===== config.mk =====
export PLATFORM = sky130hd
export DESIGN_NAME = pc_branch_unit
export DESIGN_NICKNAME = d
export VERILOG_FILES = /design/src/rtl/pc_branch_unit.sv
export SDC_FILE = /design/constraint.sdc
export NUM_CORES = 1
export LEC_CHECK = 0
export CAP_MARGIN = 20
export CORE_ASPECT_RATIO = 1.1
export CORE_MARGIN = 8
export CORE_UTILIZATION = 65
export DETAILED_ROUTE_END_ITERATION = 10
export DONT_BUFFER_PORTS = 1
export GPL_TIMING_DRIVEN = 1
export HOLD_SLACK_MARGIN = 0.15
export PLACE_DENSITY = 0.86
export SYNTH_ARGS = -nofsm -noshare
export SYNTH_HDL_FRONTEND = slang
export SYNTH_SLANG_ARGS = --single-unit

===== constraint.sdc =====
create_clock -name clk -period 3 [get_ports clk]
set_input_delay 0.3 -clock clk [delete_from_list [all_inputs] [get_ports clk]]
set_output_delay 0.3 -clock clk [all_outputs]
set_load 0.005 [all_outputs]

===== src/rtl/pc_branch_unit.sv =====
// pc_branch_unit: program counter and branch-redirect stage.
// Holds the architectural PC, issues fetch requests to instruction memory and
// redirects on taken branches (target = branch_pc4 + branch_off_sl2).
// Optional J-type redirect is compiled in when PC_BRANCH_JUMP_EN is defined.
//
// Fetch handshake: pc is a request whenever pc_valid is high; it is accepted
// on a rising edge where pc_valid & pc_ready & !stall, and the PC then moves
// to pc + 4. While pc_valid & !pc_ready the request (pc) is held stable,
// unless a redirect replaces it.
module pc_branch_unit #(
  parameter logic [31:0] RESET_PC = 32'h0000_0000
) (
  input  logic        clk,
  input  logic        rst_n,
  input  logic        stall,
  input  logic        pc_ready,
  input  logic        branch_valid,
  input  logic        branch_taken,
  input  logic [31:0] branch_pc4,
  input  logic [31:0] branch_off_sl2,
`ifdef PC_BRANCH_JUMP_EN
  input  logic        jump_valid,
  input  logic [25:0] jump_index,
`endif
  output logic [31:0] pc,
  output logic        pc_valid,
  output logic        flush,
  output logic [1:0]  dbg_state
);

  typedef enum logic [1:0] {
    BOOT     = 2'd0,
    FETCH    = 2'd1,
    REDIRECT = 2'd2
  } state_t;

  state_t      state;
  state_t      state_nxt;
  logic [31:0] pc_nxt;
  logic        flush_nxt;
  logic        valid_nxt;

  logic [31:0] branch_target;
  logic        take_branch;
  logic [31:0] jump_target;
  logic        take_jump;
  logic        redirect;

  // Redirect targets are pure combinational functions of the inputs.
  assign take_branch   = branch_valid & branch_taken;
  assign branch_target = (branch_pc4 + branch_off_sl2) & 32'hFFFF_FFFC;

`ifdef PC_BRANCH_JUMP_EN
  assign take_jump   = jump_valid;
  assign jump_target = {branch_pc4[31:28], jump_index, 2'b00};
`else
  assign take_jump   = 1'b0;
  assign jump_target = 32'h0000_0000;
`endif

  assign redirect  = take_branch | take_jump;
  assign dbg_state = state;

  // State and output registers; reset wins over any pending redirect.
  always_ff @(posedge clk) begin
    if (!rst_n) begin
      state    <= BOOT;
      pc       <= RESET_PC;
      pc_valid <= 1'b0;
      flush    <= 1'b0;
    end else begin
      state    <= state_nxt;
      pc       <= pc_nxt;
      pc_valid <= valid_nxt;
      flush    <= flush_nxt;
    end
  end

  // Next-state: BOOT always moves on; a redirect parks in REDIRECT for a cycle.
  always_comb begin
    state_nxt = state;
    case (state)
      BOOT:           state_nxt = FETCH;
      FETCH, REDIRECT: state_nxt = redirect ? REDIRECT : FETCH;
      default:        state_nxt = BOOT;
    endcase
  end

  // Next register values: redirect beats stall, stall beats acceptance.
  always_comb begin
    pc_nxt    = pc;
    flush_nxt = 1'b0;
    valid_nxt = 1'b1;
    case (state)
      FETCH, REDIRECT: begin
        if (take_branch) begin
          pc_nxt    = branch_target;
          flush_nxt = 1'b1;
        end else if (take_jump) begin
          pc_nxt    = jump_target;
          flush_nxt = 1'b1;
        end else if (!stall && pc_ready) begin
          pc_nxt = pc + 32'd4;
        end
      end
      default: begin
        pc_nxt    = pc;
        flush_nxt = 1'b0;
        valid_nxt = 1'b1;
      end
    endcase
  end

endmodule


# Word-level counts from Yosys, hierarchy flattened

Index checks and enable logic that the tools add are counted.

Register bits after elaboration: 36
Word-level logic and storage cells: 22
Bits of input ports: 70
Output and inout bits: 36

Bitwise gates (word level): 1
Mux-type cells: 6
Equality and inequality tests: 2
Reductions and logical operators: 7
Add/sub/neg operators: 2

Operators by type and width:

| kind                  | number |
|---|---|
| $mux 32               | 2 |
| $add 32x3->32 const B | 1 |
| $add 32x32->32        | 1 |
| $pmux 2 s2            | 1 |
| $reduce_and 2->1      | 2 |
| $eq 2x1->1 const B    | 1 |
| $eq 2x2->1 const B    | 1 |
| $logic_not 2->1       | 1 |
| $mux 1                | 2 |
| $mux 2                | 1 |
| $reduce_bool 2->1     | 1 |
| $reduce_or 2->1       | 1 |
| $and 1x1->1           | 1 |
| $logic_and 1x1->1     | 1 |
| $logic_not 1->1       | 1 |

# Depth between registers and ports, before layout

Gate-level depths: netlist of the first run.

Depth in word-level cells: 4
Mapped depth: 10
Mapped depth without buffers: 9

# Worst setup path before layout of the first run

No wires, ideal clock.

Kind: in2reg
From: in branch_pc4[10]
To: reg pc[30]
Library setup time: 117 ps
Path slack: 329 ps
Path buffers: 0
Data required time: 2,883 ps
Arrival time: 2,553 ps
Cell stages on the path: 9
Cell sequence: ha_1 -> a21oi_2 -> o21bai_2 -> a2111oi_4 -> a21oi_2 -> a221o_2 -> a211o_1 -> a211o_1 -> a32o_1

Cells in the longest elaborated chain, start to end: 2

RTL lines:

| what                 | RTL line | RTL |
|---|---|---|
| from (decl)          | 19       | `input logic [31:0] branch_pc4,` |
| $add 32x32->32       | 51       | `assign branch_target = (branch_pc4 + branch_off_sl2) & 32'hFFFF_FFFC;` |
| $mux 32              | 96       | `if (take_branch) begin` |
| to (signal assigned) | 73       | `pc <= pc_nxt;` |
| to (decl)            | 25       | `output logic [31:0] pc,` |

Every way passes these cells.
A chain may end at the register's enable or synchronous reset.

# Final worst setup path of the first run

From: reg pc[2]
To: reg pc[30]

Cells in the longest elaborated chain, start to end: 3

RTL lines:

| what          | RTL line | RTL |
|---|---|---|
| $add 32x3->32 | 103      | `pc_nxt = pc + 32'd4;` |
| $mux 32       | 102      | `end else if (!stall && pc_ready) begin` |
| $mux 32       | 96       |  |

Every way passes these cells. The select of a mux whose other input is x is not followed.

==> results of run 1 <==
-- worst max path at each step --
stage          slack [ns]                   to          startpoint
2_1_floorplan        0.33  pc[30]$_SDFFE_PN0P_      branch_pc4[10]
3_3_place_gp         0.23  pc[30]$_SDFFE_PN0P_      branch_pc4[10]
3_5_place_dp         0.17  pc[30]$_SDFFE_PN0P_      branch_pc4[10]
4_1_cts              0.35  pc[30]$_SDFFE_PN0P_  pc[2]$_SDFFE_PN0P_
5_1_grt              0.07  pc[30]$_SDFFE_PN0P_  pc[2]$_SDFFE_PN0P_
6_report             0.29  pc[30]$_SDFFE_PN0P_  pc[2]$_SDFFE_PN0P_
-- kinds of logic after synthesis --
group                    share of synthesized area
AO/OA/AOI/OAI                                0.326
XOR/XNOR                                    0.0627
adder cells (fa/ha/maj)                      0.123
buffers and inverters                       0.0381
flip-flops                                   0.203
multiplexers                               0.00597
other                                      0.00112
AND/OR/NAND/NOR                              0.239
-- layout by cell type, fill, tap and decap left out, drive strengths merged, types with 7 or more instances in the layout --
cell type	instances
inv	10
buf	9
o21ai	37
nor2b	8
dfxtp	34
o211ai	7
xnor2	14
a21o	13
a21oi	73
nand2	41
ha	33
nor2	30
nand3	17
and3	9
nand4	18
nor3	14
xor2	10
a31oi	8
-- power by group through the flow --
stage	clock (mW)	combinational, mW	sequential, mW
after global routing	0.358	0.500	0.522
after global placement	0	0.426	0.524
after floorplan	0	0.358	0.512
after CTS	0.337	0.443	0.516
after detailed placement	0	0.438	0.526
final	0.334	0.450	0.516
-- per-layer routing --
metal / up-vias / track usage / wire length, um
li1: 1728 / - / -
met1: 1648 / 0.271 / 3800
met2: 194 / 0.402 / 4530
met3: 30 / 0.0793 / 965
met4: 0 / 0.0936 / 229
met5: - / 0 / 0
-- stage by stage --
stage	total power, mW	instances
2_1_floorplan	0.870	460
3_3_place_gp	0.950	505
3_5_place_dp	0.964	505
4_1_cts	1.30	512
5_1_grt	1.38	512
6_report	1.30	512
-- state kept, by name, summed over array words and instances (netlist names) --
register and flops:
flush 1, dbg_state 2, pc_valid 1, pc 30
-- cell type report --
cell class / instances / area [um^2]
Sequential cell: 34 / 681
Fill cell: 432 / 1500
Timing Repair Buffer: 10 / 77.6
Clock buffer: 6 / 82.6
Inverter: 10 / 37.5
Tap cell: 58 / 72.6
Multi-Input combinational cell: 394 / 2550
-- what timing repair did --
item	in CTS	in global routing
hold buffers	1	0
setup buffers	0	0
endpoints found under the hold margin	3	0
==> flow_summary.json, run 1 <==
{
  "clock.fmax_mhz": 369,
  "status": "finished, final reports clean",
  "arrival_ns": 2.88,
  "critPathRequiredTime_ns": 3.17,
  "cp_slowest_stage_delay_ns": 0.70,
  "antenna_found_initial": 0,
  "clkTransAtPathRegs_ns": 0.07,
  "cp.depth": 8,
  "critPathLaunchType": "flop",
  "synth.top_cell.area_share": 0.203,
  "fin_skew_ns": 0.00623,
  "coreArea_mm2": 0.00500,
  "final_util": 0.699,
  "critPathTopFamily": "simple AND/OR/NAND/NOR gates",
  "finalSetupTns_ns": 0,
  "dp_worst_setup_slack_ns": 0.171,
  "ys_seq_area_frac": 0.203,
  "comb_power_share": 0.346,
  "postLayoutCellArea_mm2": 0.00350,
  "p_leak_nw": 1.36,
  "synth_flop_cell": "dfxtp_1",
  "async_flop_share": 0,
  "clock_latency_ns": 0.28,
  "cts-buffers-inserted": 5,
  "final.min_clock_period_ns": 2.71,
  "start_util": 0.670,
  "dieWidth_um": 84.5,
  "synth_top_area_cell": "dfxtp_1",
  "min_path_cells": 2,
  "post-route-drc-count": 0,
  "ant_nets": 0,
  "synth.ff_latch_count": 34,
  "power_switching_mw": 0.460,
  "synthCells": 459,
  "powerDensity_mw_per_mm2": 372,
  "internal_power_mw": 0.840,
  "clkPwrFrac": 0.257,
  "synth_common_cells": "a21oi_1 (70), nand2_1 (41), o21ai_0 (37)",
  "crit_fanout": 9,
  "initialDrtViolationCount": 272,
  "relSlewSlack": 0.577,
  "ys_top_cells_by_area": "dfxtp_1 (20%), ha_1 (12%), a21oi_1 (10%)",
  "cap_violations": 0,
  "num_rows": 27,
  "routed_wl_um": 9530,
  "h-tree-depth": 2,
  "clock-sinks": 34,
  "die_h_um": 91.3,
  "cts-resized-gates": 0,
  "cts_tree": "done",
  "hp-start": "rst_n",
  "grt_max_degree": 28,
  "ys_types": 54,
  "worstSetupPathType": "reg2reg",
  "cts.path.max_buffers": 2,
  "nets": 558,
  "yosys_warnings": 0,
  "syn_area_mm2": 0.00335,
  "grtUsageTotal": 0.238,
  "grt_pass1_vias": 3419,
  "grt-ovfl-total": 0,
  "io_pins": 106,
  "layout-drive-gt1-share": 0.0617,
  "hold_viol_final": 0,
  "timing.rr.end": "pc[30]$_SDFFE_PN0P_",
  "reg2regPathDepth": 8,
  "path_cells": "ha_1, nand3_1, or4_1, nor4_4, a31oi_1, o21ai_0, o31ai_1, a32o_1",
  "grt_pass1_wl_um": 15600,
  "areaGrowthSynthToFinish_pct": 4.37,
  "setup_viol": 0,
  "tightest_slew_ns": 0.634,
  "diodes": 0,
  "place_area_mm2": 0.00340,
  "maxSlewViolCount": 0,
  "peakVddDrop_v": 0.000209,
  "viasPerCell": 7.03,
  "wl_per_cell_um": 18.6,
  "rsz0062_at_grt": "false",
  "slowest_stage": "or4_1",
  "rr_startpoint": "pc[2]$_SDFFE_PN0P_",
  "timing.final.ws_setup_ns": 0.292,
  "swShare": 0.354,
  "whs_endpoint": "pc[29]$_SDFFE_PN0P_",
  "hpwl_um": 7300,
  "io_buffer_count": 0,
  "reg2reg_slack_ns": 0.29,
  "yosysMostFrequentCell": "a21oi_1",
  "seqPwrFrac": 0.397,
  "avgSynthCellArea_um2": 7.30,
  "crit_buf_inv": 0,
  "clock-root-buffer": "clkbuf_8",
  "synth_edf_count": 0,
  "drt_first_pass_iters": 5,
  "endpoint_kind": "flop",
  "dieArea_mm2": 0.00771,
  "vias": 3600,
  "gp_congestion": 0.901,
  "whs_ns": 0.155,
  "finalCritPeriodShare": 0.903,
  "hp-class": "in2reg"
}
Note: power is estimated with default switching activity, not from simulation.
==> run 2: changes to the inputs <==
CORE_UTILIZATION = 49   (was 65)
PLACE_DENSITY = 0.69   (was 0.86)
==> flow_summary.json, run 2 (synthesis results as in run 1) <==
{
  "status": "finished, final reports clean",
  "final_cell_mix": "a21oi_1 (70), nand2_1 (41), o21ai_0 (36)",
  "grtUsageTotal": 0.200,
  "cap_violations": 0,
  "p_leak_nw": 1.37,
  "largest_reg_flops": 30,
  "arrival_ns": 2.77,
  "whs_ns": 0.154,
  "met3_usage": 0.0554,
  "maxSlewViolCount": 0,
  "dp.cells": 529,
  "peakVddDrop_v": 0.000176,
  "grt_pass1_wl_um": 15900,
  "initialDrtViolationCount": 212,
  "post-route-drc-count": 0,
  "dieArea_mm2": 0.00974,
  "coreArea_mm2": 0.00659,
  "grt_pass1_vias": 3407,
  "clock-sinks": 34,
  "cts_tree": "done",
  "largest-register": "pc",
  "worstSetupPathType": "in2reg",
  "final_util": 0.539,
  "hold_viol_final": 0,
  "clkTransAtPathRegs_ns": 0.08,
  "clock.fmax_mhz": 386,
  "timing.final.ws_setup_ns": 0.409,
  "clock_latency_ns": 0.29,
  "grt_use_met1": 0.224,
  "rsz0062_at_grt": "false",
  "wl_per_cell_um": 18.5,
  "finalCritPeriodShare": 0.864,
  "setup_viol": 0,
  "io_buffer_count": 0,
  "postLayoutCellArea_mm2": 0.00356,
  "cts-buffers-inserted": 5,
  "tightest_slew_ns": 0.655,
  "viasPerCell": 6.49,
  "ant_nets": 0,
  "die_h_um": 103,
  "grt_max_degree": 29,
  "diodes": 0,
  "hp-class": "in2reg",
  "finalPower_mw": 1.33,
  "vias": 3505,
  "use_met2": 0.353,
  "drt_first_pass_iters": 5,
  "dp_worst_setup_slack_ns": 0.128,
  "clock-root-buffer": "clkbuf_8",
  "layout-drive-gt1-share": 0.0633,
  "final_common_cell": "a21oi_1",
  "grt-ovfl-total": 0,
  "areaGrowthSynthToFinish_pct": 6.12,
  "final.min_clock_period_ns": 2.59,
  "routed_wl_um": 9980,
  "crit_fanout": 6,
  "n_fill_cell": 682,
  "dieWidth_um": 94.8,
  "io_pins": 106,
  "finalSetupTns_ns": 0,
  "critPathRequiredTime_ns": 3.18,
  "powerDensity_mw_per_mm2": 373,
  "relSlewSlack": 0.564,
  "endpoint_kind": "flop",
  "busiest_layer": "met2",
  "start_util": 0.508,
  "nets": 560,
  "critPathLaunchType": "input pin",
  "fin_skew_ns": 0.0136,
  "post_cts_buffers": 0,
  "hpwl_um": 7530,
  "antenna_found_initial": 0,
  "gp_congestion": 0.846,
  "num_rows": 31,
  "h-tree-depth": 2,
  "place_area_mm2": 0.00343,
  "cts.path.max_buffers": 2,
  "layout.cells.non_filler": 540
}
[run 2: per-layer routing]
| metal | share of wire | up-vias |
|---|---|---|
| li1 | - | 1727 |
| met1 | 0.40 | 1622 |
| met2 | 0.49 | 142 |
| met3 | 0.095 | 14 |
| met4 | 0.018 | 0 |
| met5 | 0 | - |
[run 2: worst paths after layout]
| path | from | slack (ns) | depth (start not counted) | endpoint |
|---|---|---|---|---|
| worst min-delay path | rst_n | 0.15 | 2 | pc[14]$_SDFFE_PN0P_ |
| worst max-delay path | branch_pc4[4] | 0.41 | 9 | pc[30]$_SDFFE_PN0P_ |
| worst max register to register | pc[2]$_SDFFE_PN0P_ | 0.45 | 8 | pc[30]$_SDFFE_PN0P_ |
| worst min register to register | pc[12]$_SDFFE_PN0P_ | 0.60 | 2 | pc[12]$_SDFFE_PN0P_ |
[run 2: layout make-up]
class	count	area (um^2)	area share
multi-input cells	394	2550	0.716
flip-flops and latches	34	681	0.191
well taps	82	103	0.0289
repair buffers	12	97.6	0.0274
clock buffers	7	86.3	0.0243
inverters	10	37.5	0.0106
clock inverters	1	5.00	0.00141
[run 2: timing repair]
item	CTS	global route
endpoints found under the setup margin	0	0
gates resized for setup	0	0
hold buffers	3	0
endpoints found under the hold margin	7	0
[run 2: worst max-delay path, cell delays in order]
cell and delay, ns:
ha_1 0.36, a211oi_2 0.28, o21ai_0 0.21, o21bai_2 0.24, a21oi_2 0.15, a221o_2 0.41
a211o_1 0.27, a211o_1 0.29, a32o_1 0.25
[run 2: where the power goes]
part,switching [mW],internal [mW],leakage (nW)
Combinational,0.265,0.188,1.04
Clock,0.172,0.185,0.0482
Sequential,0.0414,0.475,0.277
Total,0.478,0.849,1.37
